`src/rtl/score_ctrl.sv`:
```
// Game-score sequencer for the two-tank arena: per-player scores with BCD digits,
// post-point pause counted in video frames, and match-end / draw detection.
module score_ctrl #(
    parameter int WIN_SCORE   = 10,
    parameter int HOLD_FRAMES = 120
) (
    input  logic       clk_i,
    input  logic       rst_ni,
    input  logic       hit_p1_i,
    input  logic       hit_p2_i,
    input  logic       frame_start_i,
    input  logic       new_game_i,
    output logic [5:0] score_player_1_o,
    output logic [5:0] score_player_2_o,
    output logic [3:0] p1_tens_o,
    output logic [3:0] p1_ones_o,
    output logic [3:0] p2_tens_o,
    output logic [3:0] p2_ones_o,
    output logic       freeze_o,
    output logic       round_over_o,
    output logic [1:0] winner_o
);

    localparam logic [5:0] WIN  = 6'(WIN_SCORE);
    localparam logic [7:0] HOLD = 8'(HOLD_FRAMES);

    typedef enum logic [1:0] {
        ST_PLAY,
        ST_HOLD,
        ST_OVER
    } state_t;

    typedef struct packed {
        logic [5:0] score;
        logic [3:0] tens;
        logic [3:0] ones;
    } player_t;

    state_t     state_q, state_d;
    player_t    p1_q, p1_d, p2_q, p2_d;
    player_t    p1_new, p2_new;
    logic [7:0] cnt_q, cnt_d;
    logic [1:0] winner_q, winner_d;
    logic       p1_win, p2_win;

    // Binary and BCD advance together, so the overlay never needs a divider.
    function automatic player_t inc_player(input player_t p);
        player_t r;
        r.score = p.score + 6'd1;
        if (p.ones == 4'd9) begin
            r.ones = 4'd0;
            r.tens = p.tens + 4'd1;
        end else begin
            r.ones = p.ones + 4'd1;
            r.tens = p.tens;
        end
        return r;
    endfunction

    always_comb begin
        p1_new = hit_p1_i ? inc_player(p1_q) : p1_q;
        p2_new = hit_p2_i ? inc_player(p2_q) : p2_q;
        p1_win = (p1_new.score == WIN);
        p2_win = (p2_new.score == WIN);
    end

    // NOTE: every signal driven here gets a default first, so no path leaves a latch.
    always_comb begin
        state_d  = state_q;
        p1_d     = p1_q;
        p2_d     = p2_q;
        cnt_d    = cnt_q;
        winner_d = winner_q;

        case (state_q)
            ST_PLAY: begin
                if (hit_p1_i || hit_p2_i) begin
                    p1_d = p1_new;
                    p2_d = p2_new;
                    if (p1_win && p2_win) begin
                        state_d  = ST_OVER;
                        winner_d = 2'b11;
                    end else if (p1_win) begin
                        state_d  = ST_OVER;
                        winner_d = 2'b01;
                    end else if (p2_win) begin
                        state_d  = ST_OVER;
                        winner_d = 2'b10;
                    end else if (HOLD_FRAMES != 0) begin
                        state_d = ST_HOLD;
                        cnt_d   = HOLD;
                    end
                end
            end
            ST_HOLD: begin
                if (frame_start_i) begin
                    if (cnt_q <= 8'd1) begin
                        cnt_d   = 8'd0;
                        state_d = ST_PLAY;
                    end else begin
                        cnt_d = cnt_q - 8'd1;
                    end
                end
            end
            ST_OVER: ;
            default: state_d = ST_PLAY;
        endcase

        // Restart wins over anything the state logic decided this cycle.
        if (new_game_i) begin
            p1_d     = '0;
            p2_d     = '0;
            winner_d = 2'b00;
            cnt_d    = HOLD;
            state_d  = (HOLD_FRAMES != 0) ? ST_HOLD : ST_PLAY;
        end
    end

    // NOTE: state registers use non-blocking assignments so all flops update from pre-edge values.
    always_ff @(posedge clk_i or negedge rst_ni) begin
        if (!rst_ni) begin
            state_q  <= ST_PLAY;
            p1_q     <= '0;
            p2_q     <= '0;
            cnt_q    <= '0;
            winner_q <= 2'b00;
        end else begin
            state_q  <= state_d;
            p1_q     <= p1_d;
            p2_q     <= p2_d;
            cnt_q    <= cnt_d;
            winner_q <= winner_d;
        end
    end

    assign score_player_1_o = p1_q.score;
    assign score_player_2_o = p2_q.score;
    assign p1_tens_o        = p1_q.tens;
    assign p1_ones_o        = p1_q.ones;
    assign p2_tens_o        = p2_q.tens;
    assign p2_ones_o        = p2_q.ones;
    assign freeze_o         = (state_q != ST_PLAY);
    assign round_over_o     = (state_q == ST_OVER);
    assign winner_o         = winner_q;

endmodule

```
`config.mk`:
```
export PLATFORM = sky130hd
export DESIGN_NAME = score_ctrl
export DESIGN_NICKNAME = d
export VERILOG_FILES = /design/src/rtl/score_ctrl.sv
export SDC_FILE = /design/constraint.sdc
export NUM_CORES = 1
export LEC_CHECK = 0
export BUFFER_PORTS_ARGS = -buffer_cell sky130_fd_sc_hd__buf_2
export CAP_MARGIN = 0
export CORE_MARGIN = 5
export CORE_UTILIZATION = 48
export CTS_CLUSTER_DIAMETER = 60
export DETAILED_ROUTE_END_ITERATION = 8
export PLACE_DENSITY = 0.7
export RECOVER_POWER = 50
export SLEW_MARGIN = 30
export SYNTH_ARGS = -nofsm -noshare
export SYNTH_HDL_FRONTEND = slang
export SYNTH_SLANG_ARGS = --single-unit
```
`constraint.sdc`:
```
create_clock -name clk_i -period 2.55 [get_ports clk_i]
set_clock_uncertainty 0.15 [all_clocks]
set_input_delay 0.51 -clock clk_i [delete_from_list [all_inputs] [get_ports clk_i]]
set_output_delay 0.51 -clock clk_i [all_outputs]
set_load 0.02 [all_outputs]
```
# After elaboration in Yosys (flattened, before gate mapping)
# Index checks and enable logic that the tools add are counted.
dict set report totals {
  ff_bits 40
  inputBits 6
  out_inout_bits 32
  word_cells 82
}
dict set report classes {
  addsub 7
  n_lt_le_gt_ge 1
  eq_ne 13
  n_mux 32
  n_reduce_logical 20
}
# op count
set ops {}
lappend ops {{14-bit two-way mux} 8}
lappend ops {{8-bit two-way mux} 9}
lappend ops {{2-bit two-way mux} 13}
lappend ops {{3-bit inequality test, second input constant} 6}
lappend ops {{4-bit by 1-bit adder with 4-bit output, second input constant} 4}
lappend ops {{8-bit case mux with 2 select lines} 1}
lappend ops {{2-bit nonzero test} 7}
lappend ops {{6-bit by 1-bit adder with 6-bit output, second input constant} 2}
lappend ops {{6-bit by 4-bit equality test with 1-bit output, second input constant} 2}
lappend ops {{4-bit AND reduction} 3}
lappend ops {{3-bit AND reduction} 3}
lappend ops {{4-bit equality test, second input constant} 2}
lappend ops {{8-bit by 1-bit less-or-equal comparator with 1-bit output, second input constant} 1}
lappend ops {{8-bit by 1-bit subtractor with 8-bit output, second input constant} 1}
lappend ops {{2-bit case mux with 3 select lines} 1}
lappend ops {{6-bit AND reduction} 1}
lappend ops {{4-bit nonzero test} 1}
lappend ops {{3-bit nonzero test} 1}
lappend ops {{2-bit by 1-bit equality test with 1-bit output, second input constant} 1}
lappend ops {{2-bit equality test, second input constant} 1}
lappend ops {{2-bit logical NOT} 1}
lappend ops {{2-bit inequality test, second input constant} 1}
lappend ops {{2-bit AND reduction} 1}
lappend ops {{1-bit logical AND} 1}
lappend ops {{1-bit logical OR} 1}

# Depth between registers and ports, before layout
# Gate-level depths: netlist of run 1.
dict set report depth {
  depth_word 10
  ltp_mapped 7
  mapped_depth_nobuf 7
}

# Least setup slack after synthesis of run 1
# OpenSTA, ideal clock, no wires.
dict set report synth_timing {
  path_kind {flip-flop to flip-flop}
  startpoint {reg p1_q (netlist bit score_player_1_o[0])}
  endpoint {reg cnt_q[1]}
  setup_ps 125
  arrival_time_ps 1845
  t_required_ps 2275
  slack_ps 430
  stages_incl_launch_ff 6
  path_buffers 0
  period_less_slack_ps 2120
  path_cell_list {dfrtp_1 > or4b_4 > o22ai_4 > a41oi_4 > nand2_4 > mux2_4}
}
dict set report synth_between {
  elab_chain_len 6
  word_cells_on_any_way 7
  classes_between {1 x add/sub; 3 x eq/ne; 1 x mux; 2 x reduce/logical}
}
# item line_no
set synth_lines {}
lappend synth_lines {{from (decl)} 40} ;# player_t p1_q, p1_d, p2_q, p2_d;
lappend synth_lines {{from (signal assigned)} 129} ;# p1_q <= p1_d;
lappend synth_lines {{6-bit by 1-bit adder with 6-bit output} 49} ;# r.score = p.score + 6'd1;
lappend synth_lines {{14-bit two-way mux (*)} 61} ;# p1_new = hit_p1_i ? inc_player(p1_q) : p1_q;
lappend synth_lines {{6-bit by 4-bit equality test with 1-bit output (*)} 63} ;# p1_win = (p1_new.score == WIN);
lappend synth_lines {{1-bit logical AND} 80} ;# if (p1_win && p2_win) begin
lappend synth_lines {{3-bit inequality test (no line)} --}
lappend synth_lines {{6-bit AND reduction (no line) (*)} --}
lappend synth_lines {{to (signal assigned)} 131} ;# cnt_q <= cnt_d;
lappend synth_lines {{to (decl)} 42} ;# logic [7:0] cnt_q, cnt_d;
# Every way passes the cells marked *; elsewhere a longest branch is shown, timed or not. The select of a mux whose other input is x is not followed.
# A chain may end at the register's enable or synchronous reset.

# Worst setup path after layout of run 1
dict set report layout_timing {
  startpoint {reg state_q[0]}
  endpoint {out freeze_o}
}
dict set report layout_between {
  elab_chain_len 1
}
# item line_no
set layout_lines {}
lappend layout_lines {{from (decl)} 39} ;# state_t state_q, state_d;
lappend layout_lines {{from (signal assigned)} 128} ;# state_q <= state_d;
lappend layout_lines {{2-bit nonzero test} 142} ;# assign freeze_o = (state_q != ST_PLAY);
lappend layout_lines {{to (decl)} 19} ;# output logic freeze_o,
# No other way between the ends.

==> qor.yml, run 1 <==
outcome: "finished clean"
postSynth.asyncResetShare: 1.000
cts_made_buffers: 5
grt_max_degree: 17
antenna_found_initial: 0
yosys.area_share.simple: 0.2394
wl_met1_um: 2332
final_cells: 348
post_route_cells_drive_above_1_share: 0.1530
tmin_final_ns: 2.283
report.power.total_uw: 1283
final_hold_viol_count: 0
flow.area_growth_from_synthesis_pct: 13.37
setup.worst_path.class: "register to output pin"
critPathArrivalTime_ns: 1.62
num_rows: 25
globalRouteTotalUtil: 0.1767
postRouteWirelength_um: 5040
warning_count_from_the_yosys_run: 0
number_of_filler_cells_placed_in_the_layout: 449
synth.top_cell.area_share: 0.4313
clock_tree.buffer_depth: 2
dr_total_vias: 1904
post-route-period-util: 0.8951
highest_layer: "met4"
die_h_um: 79.54
number_of_inserted_diodes: 0
drt_first_pass_iters: 4
grt_pass1_wl_um: 8797
worstMarginPinSlew_ns: 0.9783
finalSetupViolations: 0
ys_seq_elements: 40
syn_area_per_cell_um2: 9.631
hold_path_class: "register to register"
hpwlAfterDp_um: 3698
setup_tns_ns: 0
clkTransAtPathRegs_ns: 0.08
cts_htree_levels: 2
post-route-util: 0.5571
synth_edf_count: 0
place_worst_setup_slack_ns: 0.3379
maxCapViolCount: 0
drtIter0Drc: 121
leakage_component_of_the_power_uw: 0.001202
crit_path_end_kind: "output pin"
clock_sinks: 40
crit_path_max_fanout: 11
cts_resized: 0
gpl.final_weighted_congestion: 0.8495
synthXorXnorAreaFrac: 0.07925
first_global_vias: 1903
synthesized_area_fraction_occupied_by_adder_cells: 0.05391
grt_setup_unrepaired: "false"
clk_root_buffer_cell: "clkbuf_8"
placed_cells_incl_taps: 340
synth_compound_area_frac: 0.1315
synth.net_count: 257
fmaxAchievable_ghz: 0.4381
synth_cells: 241
yosys_most_used_dff: "dfrtp_1"
die_area_um2: 6326
r2r_slack_ns: 0.37
synth_area_leader_cell: "dfrtp_1"
vias_per_cell: 5.471
yosysUniqueCellTypes: 48
die_x_um: 79.54
syn_area_um2: 2321
total_congestion_overflow: 0
power-per-cell-area_nw_per_um2: 487.5
tritoncts: "built"
start_util: 0.4914
netlist_top_cells_count: "dfrtp_1, nor2_1, nand3_1, a21oi_1, xor2_1"
remaining_drc_errors: 0
count_of_antenna_violating_nets_left_after_detailed_routing: 0
buffer_ports.inserted: 37
clock_insertion_delay_worst_skew_ns: 0.29
synth_top_family_by_area: "simple AND/OR/NAND/NOR gates"
synth-seq-area-share: 0.4313
met3_wirelength_um: 181
largest_cells_by_area_after_synthesis: "dfrtp_1, nor2_1, ha_1"
slew_violations: 0
layout.nets: 297
required_ns: 1.89
routed_wire_length_per_instance_um: 14.48
smallest_setup_slack_after_layout_ns: 0.2674
met2WireLength_um: 2424
worst_ir_drop_vdd_mv: 0.2370
launching_element_type_of_the_critical_path: "register"
ios: 38
synth_mux_area_frac: 0.03288
placeableCoreArea_um2: 4723
worst_slew_margin_rel: 0.3478
## layer usage
| layer | GRT usage | vias to the layer above |
|---|---|---|
| met5 | 0 | - |
| met4 | 0.07388 | 0 |
| met3 | 0.03612 | 9 |
| met2 | 0.2913 | 36 |
| met1 | 0.2246 | 926 |
| li1 | - | 933 |
## final cells by class
type | count | area [um^2] | share of cell area
tap | 67 | 83.83 | 0.03186
multi-input combinational | 186 | 1244 | 0.4727
inverter | 6 | 22.52 | 0.008559
clock inverter | 1 | 5.005 | 0.001902
timing repair buffer | 42 | 202.7 | 0.07703
sequential | 40 | 1001 | 0.3804
clock buffer | 6 | 72.57 | 0.02758
## power by group
part,internal [uW],switching (uW)
clock network,186,212
logic,70.7,121
registers,659,34.5
total,915,367
## through the flow
stage	instance area (um^2)	hold WS (ns)
6_report	2631	0.3783
5_1_grt	2631	0.4129
4_1_cts	2656	0.3821
3_5_place_dp	2569	0.3144
3_3_place_gp	2569	0.3079
2_1_floorplan	2321	0.06441
## flip-flops by register name, summed over array words and instances (netlist names)
| signal | cells |
|---|---|
| cnt_q | 8 |
| score_player_1_o | 6 |
| score_player_2_o | 6 |
| p1_ones_o | 4 |
| p1_tens_o | 4 |
| p2_ones_o | 4 |
| p2_tens_o | 4 |
| state_q | 2 |
| winner_o | 2 |
## cell usage in the layout, fill, tap and decap left out, types with 2 or more instances in the layout
cell type  count
nor2_1        41
dfrtp_1       40
buf_2         23
nand3_1       17
clkbuf_1      15
a21oi_1       13
xor2_1        13
nand2_1       11
nor3_1        10
ha_1          10
nand4_1        8
o21ai_0        8
xnor2_1        8
inv_1          6
mux2i_1        5
clkbuf_8       5
nor2b_1        4
a21o_1         3
o2bb2ai_1      3
or3b_1         2
nor3_4         2
o211ai_1       2
o31ai_1        2
and3_1         2
clkbuf_2       2
buf_4          2
## worst paths after layout
kind                                           from                   to  depth (start not counted)
worst min register to register             cnt_q[4]             cnt_q[4]                          1
min in group asynchronous                    rst_ni           state_q[1]                          2
worst max register to register  score_player_1_o[0]             cnt_q[1]                          5
worst max-delay path                     state_q[0]             freeze_o                          3
worst min-delay path                       cnt_q[4]             cnt_q[4]                          1
max in group asynchronous                    rst_ni  score_player_2_o[4]                          3
## logic make-up after synthesis
kind of cell,Yosys count
and+or+nand+nor,106
AOI/OAI and AO/OA,42
DFF,40
xor gates and xnor gates,21
buffers and inverters,15
adders and majority gates,10
muxes,7
## repair_timing
action | 4_1_cts | 5_1_grt
hold buffers | 1 | 0
endpoints found under the hold margin | 5 | 0
setup buffers | 0 | 0
## worst max-delay path, cell delays in order (launching register included)
cell	delay, ns
dfrtp_1	0.49
nor2_1	0.48
inv_1	0.16
buf_2	0.20
Note: power is estimated with default switching activity, not from simulation.
==> run 2: changes to the inputs <==
Settings changed: PLACE_DENSITY 0.7 to 0.78.
==> run 2 against run 1 <==
Against the previous run: count of clock-buffer cells in the layout unchanged; combinational power is essentially flat; utilization shrank 0.13 points; sequential power barely moved; worst setup slack improved by 0.091 ns; first-iteration DRC count up 9.9%; clock power up 9.3%; sequential share of layout area is 0.091 points higher; global-route usage fell by 0.56 points; die area stayed put; largest cell class unchanged.
==> qor.yml, run 2 (synthesis results as in run 1) <==
drtIter0Drc: 133  # +9.9%
vias_per_cell: 5.494  # +0.42%
setup_tns_ns: 0  # unchanged
postRouteWirelength_um: 4919  # -2.4%
layout.nets: 294  # -1.0%
smallest_setup_slack_after_layout_ns: 0.3585  # +0.09106 ns
clkTransAtPathRegs_ns: 0.08  # about the same
worst_ir_drop_vdd_mv: 0.2915  # +23%
setup.worst_path.class: "register to register"
clock_tree.buffer_depth: 2  # unchanged
cts_made_buffers: 5  # unchanged
post-route-util: 0.5558  # -0.001324
regMostFlops: "cnt_q"
timing.critical_path.slowest_cell_delay_ns: 0.45  # -0.04 ns
outcome: "finished clean"
worstMarginPinSlew_ns: 0.9892  # +0.01094 ns
gpl.final_weighted_congestion: 0.9587  # +13%
die_area_um2: 6326  # unchanged
final_cells: 346  # -0.57%
grt_max_degree: 41  # +24
antenna_found_initial: 0  # unchanged
remaining_drc_errors: 0  # unchanged
post_cts_hold_buffer_count: 0  # -1
layout_common_cells: "nor2_1, dfrtp_1, buf_2"
mostFrequentLayoutCell: "nor2_1"
path_cells: "ha_1, nand4_1, xor2_1, a41oi_4, nand2_4, mux2_4"
cts_htree_levels: 2  # unchanged
r2r_start: "score_player_1_o[0]"
num_rows: 25  # unchanged
dr_total_vias: 1901  # -0.16%
leakage_component_of_the_power_uw: 0.001204  # about the same
globalRouteTotalUtil: 0.1711  # -0.005604
grt_setup_unrepaired: "false"
flow.area_growth_from_synthesis_pct: 13.10
timing.hold.ws_ns: 0.2221  # -0.1563 ns
crit_path_top_delay_cell: "dfrtp_1"
power-per-cell-area_nw_per_um2: 502.1  # +3.0%
slew_violations: 0  # unchanged
placeableCoreArea_um2: 4723  # unchanged
required_ns: 2.58  # +0.69 ns
drt_first_pass_iters: 4  # unchanged
flip_flop_count_of_the_largest_register_all_copies_and_words_added: 8  # unchanged
reg2reg_depth: 6  # +1
total_congestion_overflow: 0  # unchanged
clock_insertion_delay_worst_skew_ns: 0.29  # about the same
buffer_ports.inserted: 37  # unchanged
finalSetupViolations: 0  # unchanged
die_x_um: 79.54  # unchanged
final_hold_viol_count: 0  # unchanged
post-route-period-util: 0.8594  # -0.03571
clk_root_buffer_cell: "clkbuf_8"
fmaxAchievable_ghz: 0.4563  # +4.2%
grt_pass1_wl_um: 8452  # -3.9%
ios: 38  # unchanged
tritoncts: "built"
first_global_vias: 1812  # -4.8%
place_worst_setup_slack_ns: 0.3356  # -0.002337 ns
crit_path_end_kind: "register"
cts_resized: 0  # unchanged
tmin_final_ns: 2.191  # -0.09106 ns
worst_slew_margin_rel: 0.3405  # -0.007291
r2r_slack_ns: 0.36  # about the same
post_route_cells_drive_above_1_share: 0.1577  # +0.004681
reg_to_reg_endpoint: "cnt_q[1]"
cts_setup_buffers: 0  # unchanged
start_util: 0.4914  # unchanged
clock_sinks: 40  # unchanged
critPathArrivalTime_ns: 2.23  # +0.61 ns
crit_path_max_fanout: 7  # -4
count_of_antenna_violating_nets_left_after_detailed_routing: 0  # unchanged
hold_path_class: "primary input to asynchronous set/reset pin"
die_h_um: 79.54  # unchanged
number_of_inserted_diodes: 0  # unchanged
number_of_filler_cells_placed_in_the_layout: 424  # -5.6%
placed_cells_incl_taps: 338  # -0.59%
hpwlAfterDp_um: 3572  # -3.4%
launching_element_type_of_the_critical_path: "register"
routed_wire_length_per_instance_um: 14.22  # -1.8%
maxCapViolCount: 0  # unchanged
[run 2: worst max-delay path: cells and delay by family (launching register included)]
kind                     cells  cell delay [ns]
multiplexers                 1             0.30
AND/OR/NAND/NOR              2             0.32
flip-flops                   1             0.45
AO/OA/AOI/OAI                1             0.24
adder cells (fa/ha/maj)      1             0.26
XOR/XNOR                     1             0.36
[run 2: area by class of cell]
type                            instances  area [um^2]  share of cell area
Clock inverter                          2        10.01            0.003813
Tap cell                               67        83.83             0.03194
Sequential cell                        40         1001              0.3813
Inverter                                6        22.52            0.008580
Multi-Input combinational cell        186         1244              0.4738
Clock buffer                            6        82.58             0.03146
Timing Repair Buffer                   39        181.4             0.06911
[run 2: worst max-delay path by stage]
stage | to | startpoint | cells after the start | slack [ns]
CTS | cnt_q[1] | score_player_1_o[0] | 6 | 0.39
floorplan | cnt_q[1] | score_player_1_o[0] | 5 | 0.43
detailed placement | cnt_q[1] | hit_p1_i | 6 | 0.34
finish | cnt_q[1] | score_player_1_o[0] | 6 | 0.36
global route | cnt_q[1] | score_player_1_o[0] | 6 | 0.25
global placement | p1_tens_o[3] | hit_p1_i | 6 | 0.42
[run 2: layer usage]
layer	part of all wire	up-vias	track usage
met5	0	-	0
met2	0.46	59	0.2696
li1	-	925	-
met4	0.019	0	0.08247
met3	0.051	10	0.02483
met1	0.47	907	0.2301
[run 2: where the power goes]
group	switching, uW	internal, uW	total [uW]
registers	35.7	658	694
logic	121	68.5	189
clock network	219	216	435
total	375	943	1320
[run 2: metrics by stage]
| stage | instance area [um^2] | power, uW |
|---|---|---|
| detailed placement | 2554 | 897.3 |
| finish | 2625 | 1318 |
| CTS | 2646 | 1335 |
| floorplan | 2321 | 840.4 |
| global route | 2625 | 1382 |
| global placement | 2554 | 893.5 |
